$ cat src/rtl/dbus_arb_pkg.sv
// Shared types and encodings for the two-master D-bus arbiter.
package dbus_arb_pkg;

    typedef enum logic [1:0] {
        ARB_IDLE = 2'd0,
        ARB_CORE = 2'd1,
        ARB_DM   = 2'd2
    } arb_state_t;

    localparam logic [1:0]  OWNER_NONE = 2'b00;
    localparam logic [1:0]  OWNER_CORE = 2'b01;
    localparam logic [1:0]  OWNER_DM   = 2'b10;
    localparam logic [31:0] ERR_RDATA  = 32'h0;

    function automatic logic [1:0] owner_of(input arb_state_t s);
        case (s)
            ARB_CORE: owner_of = OWNER_CORE;
            ARB_DM:   owner_of = OWNER_DM;
            default:  owner_of = OWNER_NONE;
        endcase
    endfunction

endpackage

$ cat src/rtl/dbus_arb_timer.sv
// Wait counter for a granted access; tc flags the last cycle before abort.
module dbus_arb_timer #(
    parameter int unsigned TIMEOUT = 255
) (
    input  logic clk,
    input  logic rst,
    input  logic clr,
    input  logic en,
    output logic tc
);
    logic [7:0] count_q, count_d;

    always_comb begin
        count_d = count_q;
        if (clr) begin
            count_d = '0;
        end else if (en) begin
            count_d = count_q + 8'd1;
        end
    end

    always_ff @(posedge clk or posedge rst) begin
        if (rst) begin
            count_q <= '0;
        end else begin
            count_q <= count_d;
        end
    end

    assign tc = (count_q == 8'(TIMEOUT - 1));

endmodule

$ cat src/rtl/dbus_arbiter.sv
// Two-master (core, debug module) to one-slave D-bus arbiter with
// fixed or round-robin priority and a slave-ack timeout.
module dbus_arbiter
    import dbus_arb_pkg::*;
#(
    parameter int unsigned RR_MODE = 0,
    parameter int unsigned TIMEOUT = 255
) (
    input  logic        clk,
    input  logic        rst,
    input  logic        c_req,
    input  logic        c_we,
    input  logic [31:0] c_addr,
    input  logic [31:0] c_wdata,
    input  logic [3:0]  c_wstrb,
    output logic        c_ack,
    output logic        c_err,
    output logic [31:0] c_rdata,
    input  logic        d_req,
    input  logic        d_we,
    input  logic [31:0] d_addr,
    input  logic [31:0] d_wdata,
    input  logic [3:0]  d_wstrb,
    output logic        d_ack,
    output logic        d_err,
    output logic [31:0] d_rdata,
    output logic        s_req,
    output logic        s_we,
    output logic [31:0] s_addr,
    output logic [31:0] s_wdata,
    output logic [3:0]  s_wstrb,
    input  logic        s_ack,
    input  logic [31:0] s_rdata,
    output logic [1:0]  owner
);
    arb_state_t  state_q, state_d;
    logic [1:0]  owner_q, owner_d;
    logic        last_dm_q, last_dm_d;
    logic        granted, done, abort, tc;
    logic        own_core, own_dm;
    logic        resp_ack, resp_err;
    logic [31:0] resp_rdata;

    assign own_core = (owner_q == OWNER_CORE);
    assign own_dm   = (owner_q == OWNER_DM);
    assign granted  = own_core | own_dm;
    assign done     = granted & s_ack;
    // s_ack has priority over the terminal count
    assign abort    = granted & ~s_ack & tc;

    dbus_arb_timer #(.TIMEOUT(TIMEOUT)) u_timer (
        .clk (clk),
        .rst (rst),
        .clr (~granted | done | abort),
        .en  (granted & ~s_ack),
        .tc  (tc)
    );

    always_comb begin
        state_d   = state_q;
        last_dm_d = last_dm_q;
        unique case (state_q)
            ARB_IDLE: begin
                if (c_req && d_req) begin
                    state_d = (RR_MODE != 0 && last_dm_q) ? ARB_CORE : ARB_DM;
                end else if (c_req) begin
                    state_d = ARB_CORE;
                end else if (d_req) begin
                    state_d = ARB_DM;
                end
            end
            ARB_CORE: begin
                if (done) begin
                    last_dm_d = 1'b0;
                    state_d   = d_req ? ARB_DM : ARB_IDLE;
                end else if (abort) begin
                    state_d = ARB_IDLE;
                end
            end
            ARB_DM: begin
                if (done) begin
                    last_dm_d = 1'b1;
                    state_d   = c_req ? ARB_CORE : ARB_IDLE;
                end else if (abort) begin
                    state_d = ARB_IDLE;
                end
            end
            default: state_d = ARB_IDLE;
        endcase
        owner_d = owner_of(state_d);
    end

    always_ff @(posedge clk or posedge rst) begin
        if (rst) begin
            state_q   <= ARB_IDLE;
            owner_q   <= OWNER_NONE;
            last_dm_q <= 1'b0;
        end else begin
            state_q   <= state_d;
            owner_q   <= owner_d;
            last_dm_q <= last_dm_d;
        end
    end

    always_comb begin
        s_req   = 1'b0;
        s_we    = 1'b0;
        s_addr  = '0;
        s_wdata = '0;
        s_wstrb = '0;
        if (own_core) begin
            s_req   = c_req;
            s_we    = c_we;
            s_addr  = c_addr;
            s_wdata = c_wdata;
            s_wstrb = c_wstrb;
        end else if (own_dm) begin
            s_req   = d_req;
            s_we    = d_we;
            s_addr  = d_addr;
            s_wdata = d_wdata;
            s_wstrb = d_wstrb;
        end
    end

    assign resp_ack   = done | abort;
    assign resp_err   = abort;
    assign resp_rdata = abort ? ERR_RDATA : s_rdata;

    assign c_ack   = own_core & resp_ack;
    assign c_err   = own_core & resp_err;
    assign c_rdata = own_core ? resp_rdata : '0;
    assign d_ack   = own_dm & resp_ack;
    assign d_err   = own_dm & resp_err;
    assign d_rdata = own_dm ? resp_rdata : '0;
    assign owner   = owner_q;

endmodule

$ cat config.mk
export PLATFORM = sky130hd
export DESIGN_NAME = dbus_arbiter
export DESIGN_NICKNAME = d
export VERILOG_FILES = /design/src/rtl/dbus_arb_pkg.sv /design/src/rtl/dbus_arb_timer.sv /design/src/rtl/dbus_arbiter.sv
export SDC_FILE = /design/constraint.sdc
export NUM_CORES = 1
export LEC_CHECK = 0
export CAP_MARGIN = 0
export CELL_PAD_IN_SITES_DETAIL_PLACEMENT = 1
export CELL_PAD_IN_SITES_GLOBAL_PLACEMENT = 2
export CORE_MARGIN = 2
export CORE_UTILIZATION = 10
export DETAILED_ROUTE_END_ITERATION = 7
export PLACE_DENSITY_LB_ADDON = 0.1
export SLEW_MARGIN = 20
export SYNTH_ARGS = -nofsm -noshare
export SYNTH_HDL_FRONTEND = slang
export SYNTH_SLANG_ARGS = --single-unit
export TNS_END_PERCENT = 5
$ cat constraint.sdc
create_clock -name clk -period 1.7 [get_ports clk]
set_clock_uncertainty 0.15 [all_clocks]
set_input_delay 0.255 -clock clk [delete_from_list [all_inputs] [get_ports clk]]
set_output_delay 0.255 -clock clk [all_outputs]
set_load 0.01 [all_outputs]
### After elaboration in Yosys (flattened, before gate mapping)

Cells that the tools add are included.

| cells by class | value |
|---|---|
| add/subtract/negate cells | 1 |
| equality and inequality tests | 7 |
| mux-type cells | 25 |
| bitwise gates (word level) | 13 |
| reduce and logical (&&, ||, !) cells | 3 |

Operator list:

| cell | number |
|---|---|
| $mux W32 | 7 |
| $mux W8 | 2 |
| $mux W2 | 7 |
| $add A8 B1 Y8 const B | 1 |
| $eq A8 B8 Y1 const B | 1 |
| $mux W4 | 2 |
| $and A1 B1 Y1 | 7 |
| $eq A2 B1 Y1 const B | 3 |
| $eq A2 B2 Y1 const B | 3 |
| $pmux W2 S3 | 1 |
| $mux W1 | 5 |
| $or A1 B1 Y1 | 4 |
| $pmux W2 S2 | 1 |
| $logic_not A2 Y1 | 1 |
| $not A1 Y1 | 2 |
| $reduce_bool A2 Y1 | 1 |
| $logic_and A1 B1 Y1 | 1 |

| word-level totals | value |
|---|---|
| flip-flop bits (word level) | 12 |
| input bits | 175 |
| output and inout port bits | 140 |
| logic and storage cells | 52 |

### Longest topological paths before layout

Gate-level depths: netlist of run 1.

| logic depth | value |
|---|---|
| word-level depth | 9 |
| depth in mapped cells | 7 |
| gate-level depth less buffers | 5 |

### By module

A second synthesis of run 1 with hierarchy kept.

| second synthesis, totals | value |
|---|---|
| cell total of the unflattened synthesis | 368 |
| area, all modules | 2108.3 µm² |

Modules (own cells, without submodules):

| module | instances | cells each | area an instance (µm²) | sequential area each (µm²) |
|---|---|---|---|---|
| dbus_arbiter | 1 | 326 | 1701.6 | 100.1 |
| dbus_arb_timer | 1 | 42 | 406.6 | 200.2 |

### Worst setup path after synthesis of run 1

OpenSTA, ideal clock, no wires.

| timing | value |
|---|---|
| path kind | flip-flop to output port |
| start | reg owner_q[0] (netlist: owner[0]) |
| end | out c_rdata[10] |
| arrival | 1.527 ns |
| required time | 1.295 ns |
| setup slack | -0.232 ns |
| cell stages (with the launch flop) | 8 |
| path buffers | 2 |
| path through | dfrtp_1 > inv_1 > ha_1 > buf_6 > nor2_4 > a31oi_4 > buf_6 > and2_1 |

| on the way | value |
|---|---|
| cells in the longest elaborated chain, start to end | 6 |

RTL lines:

| what | RTL line | text |
|---|---|---|
| start: declaration | dbus_arbiter.sv:37 | `logic [1:0] owner_q, owner_d;` |
| start signal: assignment | dbus_arbiter.sv:100 | `owner_q <= owner_d;` |
| $eq A2 B1 Y1 or $eq A2 B2 Y1 (tied branches) | dbus_arbiter.sv:44, dbus_arbiter.sv:45 |  |
| $or A1 B1 Y1 | dbus_arbiter.sv:46 | `assign granted = own_core \| own_dm;` |
| $and A1 B1 Y1 (2 in a row) | dbus_arbiter.sv:49 | `assign abort = granted & ~s_ack & tc;` |
| $mux W32 | dbus_arbiter.sv:128 | `assign resp_rdata = abort ? ERR_RDATA : s_rdata;` |
| $mux W32 * | dbus_arbiter.sv:132 | `assign c_rdata = own_core ? resp_rdata : '0;` |
| end: declaration | dbus_arbiter.sv:18 | `output logic [31:0] c_rdata,` |

Mark *: on every way between the ends. The rest lies on a longest branch, timed or not.

### Worst setup path in the final report of run 1

| timing | value |
|---|---|
| start | reg owner_q[1] (netlist: owner[1]) |
| end | out d_rdata[31] |

| on the way | value |
|---|---|
| cells in the longest elaborated chain, start to end | 6 |

RTL lines:

| what | RTL line | text |
|---|---|---|
| $eq A2 B1 Y1 or $eq A2 B2 Y1 (tied branches) | dbus_arbiter.sv:44, dbus_arbiter.sv:45 |  |
| $or A1 B1 Y1 | dbus_arbiter.sv:46 |  |
| $and A1 B1 Y1 (2 in a row) | dbus_arbiter.sv:49 |  |
| $mux W32 | dbus_arbiter.sv:128 |  |
| $mux W32 * | dbus_arbiter.sv:135 | `assign d_rdata = own_dm ? resp_rdata : '0;` |
| end: declaration | dbus_arbiter.sv:26 | `output logic [31:0] d_rdata,` |

Marks and branches as above.

==> reports/summary.md, run 1 <==
* commonest non-fill, non-tap cells in the layout: 174 x sky130_fd_sc_hd__clkdlybuf4s50_1, 97 x sky130_fd_sc_hd__buf_6, 67 x sky130_fd_sc_hd__a22o_1
* violated checks: setup timing
* final critical delay including setup and external delays: 2190 ps
* final setup violation count: 141
* largest area contributor in the netlist: sky130_fd_sc_hd__a22o_1
* vias post-DR: 3256
* die height: 142 um
* Area contributors post-synth: sky130_fd_sc_hd__a22o_1 31%, sky130_fd_sc_hd__and2_1 21%, sky130_fd_sc_hd__dfrtp_1 16%, sky130_fd_sc_hd__buf_6 4.1%, sky130_fd_sc_hd__ha_1 2.6%
* Worst-Margin Slew: 510 ps
* number of standard cells after synthesis: 235
* largest net degree at the start of global routing: 25
* number of nets in the layout: 766
* Layout fillers: 2142
* Worst Slack Setup Final: -491 ps
* achievable frequency: 0.456 GHz
* max-cap violation count: 0
* fraction of registers with async set/reset: 1.00
* path class of the lowest-slack min-delay path: in -> async
* Worst-Skew Late Latency: 240 ps
* proportion of synthesized chip area in sequential cells: 0.158
* Placer Congestion: 0.774
* final instance count without filler cells: 820
* number of storage elements in the synthesis netlist: 12
* number of buffers inserted for hold repair after clock tree synthesis: 0
* DIE WIDTH: 142 um
* number of placed cells counting well taps: 795
* Sequential cell area: 300 um2
* top-level port count: 315
* count of buffers from port buffering: 314
* Initial Util: 0.102
* total congestion overflow after global routing: 0
* summed instance area of the synthesized netlist: 1910 um2
* RSZ-0062 raised after global routing: yes
* number of antenna violations at the first check in global routing: 1
* Yosys Warn Count: 0
* buffer levels on the longest clock path: 2
* number of global-route vias before repair: 3421
* count of final max-slew check failures: 0
* number of CTS-inserted buffers: 3
* most used flip-flop cell after synthesis: sky130_fd_sc_hd__dfrtp_1
* # DRC: 0
* cell leakage power: 0.00277 uW
* Clock Pin Slew Worst Setup and Hold Paths: 40 ps
* Setup Total Neg Slack: -57040 ps
* Post-DRT Antenna Nets: 0
* routed wire length per instance: 20.4 um
* commonest non-fill, non-tap cell in the layout: sky130_fd_sc_hd__clkdlybuf4s50_1
* depth of the CTS H-tree: 1
* number of detailed-routing iterations run before antenna repair: 4
* global-route wire length before repair: 22.8 mm
* setup slack on the worst flop-to-flop path: -130 ps
* P&R area growth vs syn: 219%
* overall power consumption: 8210 uW
* Post-Syn Nets: 414
* area share of the largest cell type after synthesis: 0.313
* top fanout value on the critical path: 8
* IR drop worst, VDD: 717 uV
* die footprint: 20200 um2
* library cell used as clock root buffer: sky130_fd_sc_hd__clkbuf_16
* total power per unit cell area: 1350 nW/um2
* via-per-instance ratio: 3.97
* share of cells above drive strength 1: 0.485
* Fin. Hold Viols: 0
* fin crit share: 1.29
* detailed placer's ending HPWL: 13.3 mm
* DRT Wirelength: 16.7 mm
* worst hold slack: 198 ps
* number of enable-type register cells in the synthesized netlist: 0
* DRT iter0 DRCs: 51
* length in cells of the worst reg-to-reg path: 4
* sort of element at the end of the critical path: output pin
* number of library cell types mapped by synthesis: 40
* post-synthesis average cell area: 8.11 um2
* num rows: 50
* result of the run: finished with violations
* origin of the critical flop-to-flop path: owner[1]
* TritonCTS clock tree: done
* GRT Overall Usage: 0.151
* CORE AREA: 18700 um2
* Multi-input gate area: 1660 um2
* clk sinks: 12
* crit path DAT: 1790 ps
* tightest slew margin relative to the limit: 0.660
* class of the most critical setup path: reg -> out
* worst endpoint required time: 1290 ps
* reg-to-reg endpoint: u_timer.count_q[7]
* kind of launch point of the worst setup path: register
==> report_power, final <==
| group | total (uW) | switching (uW) | internal, uW |
|---|---|---|---|
| sequential | 415 | 64.0 | 351 |
| combinational | 7370 | 3170 | 4200 |
| clock | 424 | 118 | 306 |
==> worst max path at each step <==
stage | cells past startpoint | startpoint | slack (ps) | to
CTS | 9 | owner[1] | -610 | d_rdata[1]
global placement | 6 | s_ack | -780 | d_rdata[14]
global route | 8 | owner[1] | -570 | d_rdata[1]
floorplan | 7 | owner[0] | -160 | c_rdata[10]
finish | 8 | owner[1] | -490 | d_rdata[31]
detailed placement | 6 | s_ack | -800 | d_rdata[14]
==> cell families after synthesis <==
group | after synthesis | synth area share
simple gates | 100 | 0.318
compound gates | 87 | 0.397
buf+inv | 30 | 0.0919
flops | 12 | 0.158
fa+ha+maj | 4 | 0.0263
xor+xnor | 2 | 0.00919
==> metal layers <==
metal  vias to the layer above  wire length [um]  global-route usage
met4                         0               249              0.0321
met5                         -                 0                   0
met3                        12               780              0.0219
met1                      1536              6480               0.175
li1                       1585                 -                   -
met2                       123              9210               0.291
==> layout make-up <==
cell class,count,share of cell area
clock buffers,3,0.0124
repair buffers,369,0.611
well taps,234,0.0482
multi-input cells,193,0.274
diodes,1,0.000412
inverters,8,0.00535
flip-flops and latches,12,0.0494
==> critical path, stage by stage (launching register included) <==
cell	delay (ps)
sky130_fd_sc_hd__dfrtp_1	420
sky130_fd_sc_hd__ha_4	300
sky130_fd_sc_hd__nor2_4	30
sky130_fd_sc_hd__buf_6	130
sky130_fd_sc_hd__a31oi_4	150
sky130_fd_sc_hd__buf_6	160
sky130_fd_sc_hd__buf_12	130
sky130_fd_sc_hd__and2_4	140
sky130_fd_sc_hd__buf_6	90
==> sequential cells by signal (all words and copies together), names as in the netlist <==
register,cells
owner,2
state_q,2
u_timer.count_q,8
==> synthesized netlist by cell type, types with 2 or more instances <==
| cell type | n |
|---|---|
| sky130_fd_sc_hd__and3_1 | 4 |
| sky130_fd_sc_hd__and2_1 | 64 |
| sky130_fd_sc_hd__dfrtp_1 | 12 |
| sky130_fd_sc_hd__nor3_1 | 2 |
| sky130_fd_sc_hd__buf_1 | 6 |
| sky130_fd_sc_hd__a31oi_4 | 2 |
| sky130_fd_sc_hd__o211ai_1 | 2 |
| sky130_fd_sc_hd__buf_6 | 7 |
| sky130_fd_sc_hd__nor2_1 | 7 |
| sky130_fd_sc_hd__inv_1 | 7 |
| sky130_fd_sc_hd__clkbuf_1 | 5 |
| sky130_fd_sc_hd__o21ai_0 | 2 |
| sky130_fd_sc_hd__buf_2 | 2 |
| sky130_fd_sc_hd__a21oi_1 | 4 |
| sky130_fd_sc_hd__nand3_1 | 6 |
| sky130_fd_sc_hd__o31a_1 | 2 |
| sky130_fd_sc_hd__ha_1 | 4 |
| sky130_fd_sc_hd__nand2_1 | 7 |
| sky130_fd_sc_hd__a22o_1 | 68 |
| sky130_fd_sc_hd__buf_4 | 2 |
==> per-stage QoR <==
stage / worst slack [ps] / area [um2] / utilization
6_report: -491 / 6080 / 0.325
5_1_grt: -569 / 6080 / 0.325
4_1_cts: -613 / 6080 / 0.325
3_5_place_dp: -797 / 5700 / 0.305
3_3_place_gp: -784 / 5700 / 0.305
2_1_floorplan: -162 / 2060 / -
==> repair_timing <==
item | in CTS | in global routing
cloned | 8 | 3
buffers inserted | 17 | 3
pin swaps | 10 | 26
resized for setup | 671 | 52
endpoints found under the setup margin | 143 | 148
(Power assumes the default switching activity.)
==> run 2: changes to the inputs <==
Settings changed: SKIP_LAST_GASP from default to 1.
==> reports/summary.md, run 2 (same netlist as run 1, synthesis figures left out) <==
* Layout fillers: 2173, +1.4%
* die footprint: 20200 um2, unchanged
* global-route track usage on met2: 0.292, +0.000763
* number of antenna violations at the first check in global routing: 1, unchanged
* total congestion overflow after global routing: 0, unchanged
* met1 GRT Util: 0.172, -0.00305
* violated checks: setup timing
* path class of the lowest-slack min-delay path: in -> async
* worst endpoint required time: 1290 ps, about the same
* Setup Total Neg Slack: -60420 ps, -3380 ps
* die height: 142 um, unchanged
* DIE WIDTH: 142 um, unchanged
* DRT Wirelength: 16.6 mm, -0.91%
* Placer Congestion: 0.774, unchanged
* number of buffers inserted for hold repair after clock tree synthesis: 0, unchanged
* commonest non-fill, non-tap cell in the layout: sky130_fd_sc_hd__clkdlybuf4s50_1
* max-cap violation count: 0, unchanged
* Fin. Hold Viols: 0, unchanged
* count of buffers from port buffering: 314, unchanged
* number of CTS-inserted buffers: 3, unchanged
* largest net degree at the start of global routing: 25, unchanged
* Initial Util: 0.102, unchanged
* clk sinks: 12, unchanged
* RSZ-0062 raised after global routing: yes
* final setup violation count: 145, +2.8%
* crit path DAT: 1790 ps, about the same
* Place WS: -797 ps, unchanged
* via-per-instance ratio: 4.00, +0.71%
* detailed placer's ending HPWL: 13.3 mm, unchanged
* sort of element at the end of the critical path: output pin
* buffer levels on the longest clock path: 2, unchanged
* Top Usage Layer GRT: met2
* number of nets in the layout: 764, -0.26%
* cell leakage power: 0.00269 uW, -2.9%
* TritonCTS clock tree: done
* number of placed cells counting well taps: 795, unchanged
* global-route wire length before repair: 22.6 mm, -0.82%
* Worst Slack Setup Final: -499 ps, -8.62 ps
* class of the most critical setup path: reg -> out
* kind of launch point of the worst setup path: register
* Worst-Margin Slew: 504 ps, -5.51 ps
* tightest slew margin relative to the limit: 0.663, +0.00368
* number of detailed-routing iterations run before antenna repair: 6, +2
* IR drop worst, VDD: 725 uV, +1.0%
* DRT iter0 DRCs: 51, unchanged
* count of final max-slew check failures: 0, unchanged
* achievable frequency: 0.455 GHz, -0.39%
* Top reg by flops: u_timer.count_q
* CORE AREA: 18700 um2, unchanged
* Multi-input gate area: 1630 um2, -2.2%
* length in cells of the worst reg-to-reg path: 4, unchanged
* GRT Overall Usage: 0.150, -0.000921
* total power per unit cell area: 1310 nW/um2, -3.0%
* share of cells above drive strength 1: 0.451, -0.0344
* Sequential cell area: 300 um2, unchanged
* final instance count without filler cells: 818, -0.24%
* Worst-Skew Late Latency: 240 ps, about the same
* Clock Pin Slew Worst Setup and Hold Paths: 40 ps, about the same
* vias post-DR: 3271, +0.46%
* flip-flop count of the largest register after layout: 8, unchanged
* result of the run: finished with violations
* num rows: 50, unchanged
* Post-DRT Antenna Nets: 0, unchanged
* number of global-route vias before repair: 3402, -0.56%
* top fanout value on the critical path: 8, unchanged
* fin crit share: 1.29, +0.00507
* overall power consumption: 7630 uW, -7.2%
* utilization after layout: 0.311, -0.0139
* commonest non-fill, non-tap cells in the layout: 176 x sky130_fd_sc_hd__clkdlybuf4s50_1, 68 x sky130_fd_sc_hd__a22o_1, 64 x sky130_fd_sc_hd__and2_4
* depth of the CTS H-tree: 1, unchanged
* # DRC: 0, unchanged
* top-level port count: 315, unchanged
* P&R area growth vs syn: 205%
* library cell used as clock root buffer: sky130_fd_sc_hd__clkbuf_16
* met3 Usage GRT: 0.0242, +0.00236
* final critical delay including setup and external delays: 2200 ps, +8.62 ps
* routed wire length per instance: 20.3 um, -0.67%
run 2: cell count changes in the layout (fill, tap and decap cells not counted), sizes merged:
cell	change
clkdlybuf4s15	+6
buf	-55
clkdlybuf4s50	+2
bufbuf	+1
dlygate4sd2	+2
clkbuf	+42
run 2: routing by layer:
| layer | up-vias | share of wire |
|---|---|---|
| li1 | 1577 | - |
| met1 | 1550 | 0.39 |
| met2 | 129 | 0.55 |
| met3 | 15 | 0.049 |
| met4 | 0 | 0.017 |
| met5 | - | 0 |
run 2: final timing paths:
check                           slack [ps]            endpoint          startpoint
worst max-delay path                  -500         d_rdata[12]            owner[1]
worst min-delay path                   200  u_timer.count_q[1]                 rst
worst max register to register        -170  u_timer.count_q[7]            owner[1]
worst min register to register         400  u_timer.count_q[0]  u_timer.count_q[0]
max in group asynchronous              860  u_timer.count_q[3]                 rst
min in group clk                       400  u_timer.count_q[0]  u_timer.count_q[0]
run 2: final cells by class:
cell class                 instances  area share
inverter                           8     0.00516
multi-input combinational        193       0.280
antenna                            1    0.000430
clock buffer                       3      0.0129
sequential                        12      0.0516
tap                              234      0.0503
timing repair buffer             367       0.600
run 2: where the power goes:
part | switching, uW | leakage [uW] | internal [uW]
logic | 3040 | 0.00249 | 3750
registers | 63.8 | 0.000160 | 351
clock network | 116 | 0.0000370 | 306
total | 3220 | 0.00269 | 4410
run 2: timing repair:
action / CTS / global route
pin swaps: 7 / 6
setup endpoints to repair: 143 / 150
gates cloned: 8 / 1
setup buffers: 17 / 1
gates resized for setup: 460 / 129
run 2: through the flow:
step | cell area [um2] | hold slack, ps
floorplan | 2060 | -30.3
global placement | 5700 | 375
detailed placement | 5700 | 380
CTS | 6020 | 212
global route | 5820 | 235
finish | 5820 | 197
run 2: critical path, stage by stage (launching register included):
cell and delay [ps]:
sky130_fd_sc_hd__dfrtp_1 420, sky130_fd_sc_hd__ha_4 300, sky130_fd_sc_hd__nor2_4 30, sky130_fd_sc_hd__buf_6 130, sky130_fd_sc_hd__a31oi_4 150, sky130_fd_sc_hd__buf_6 160
sky130_fd_sc_hd__buf_16 130, sky130_fd_sc_hd__and2_4 130, sky130_fd_sc_hd__buf_2 120
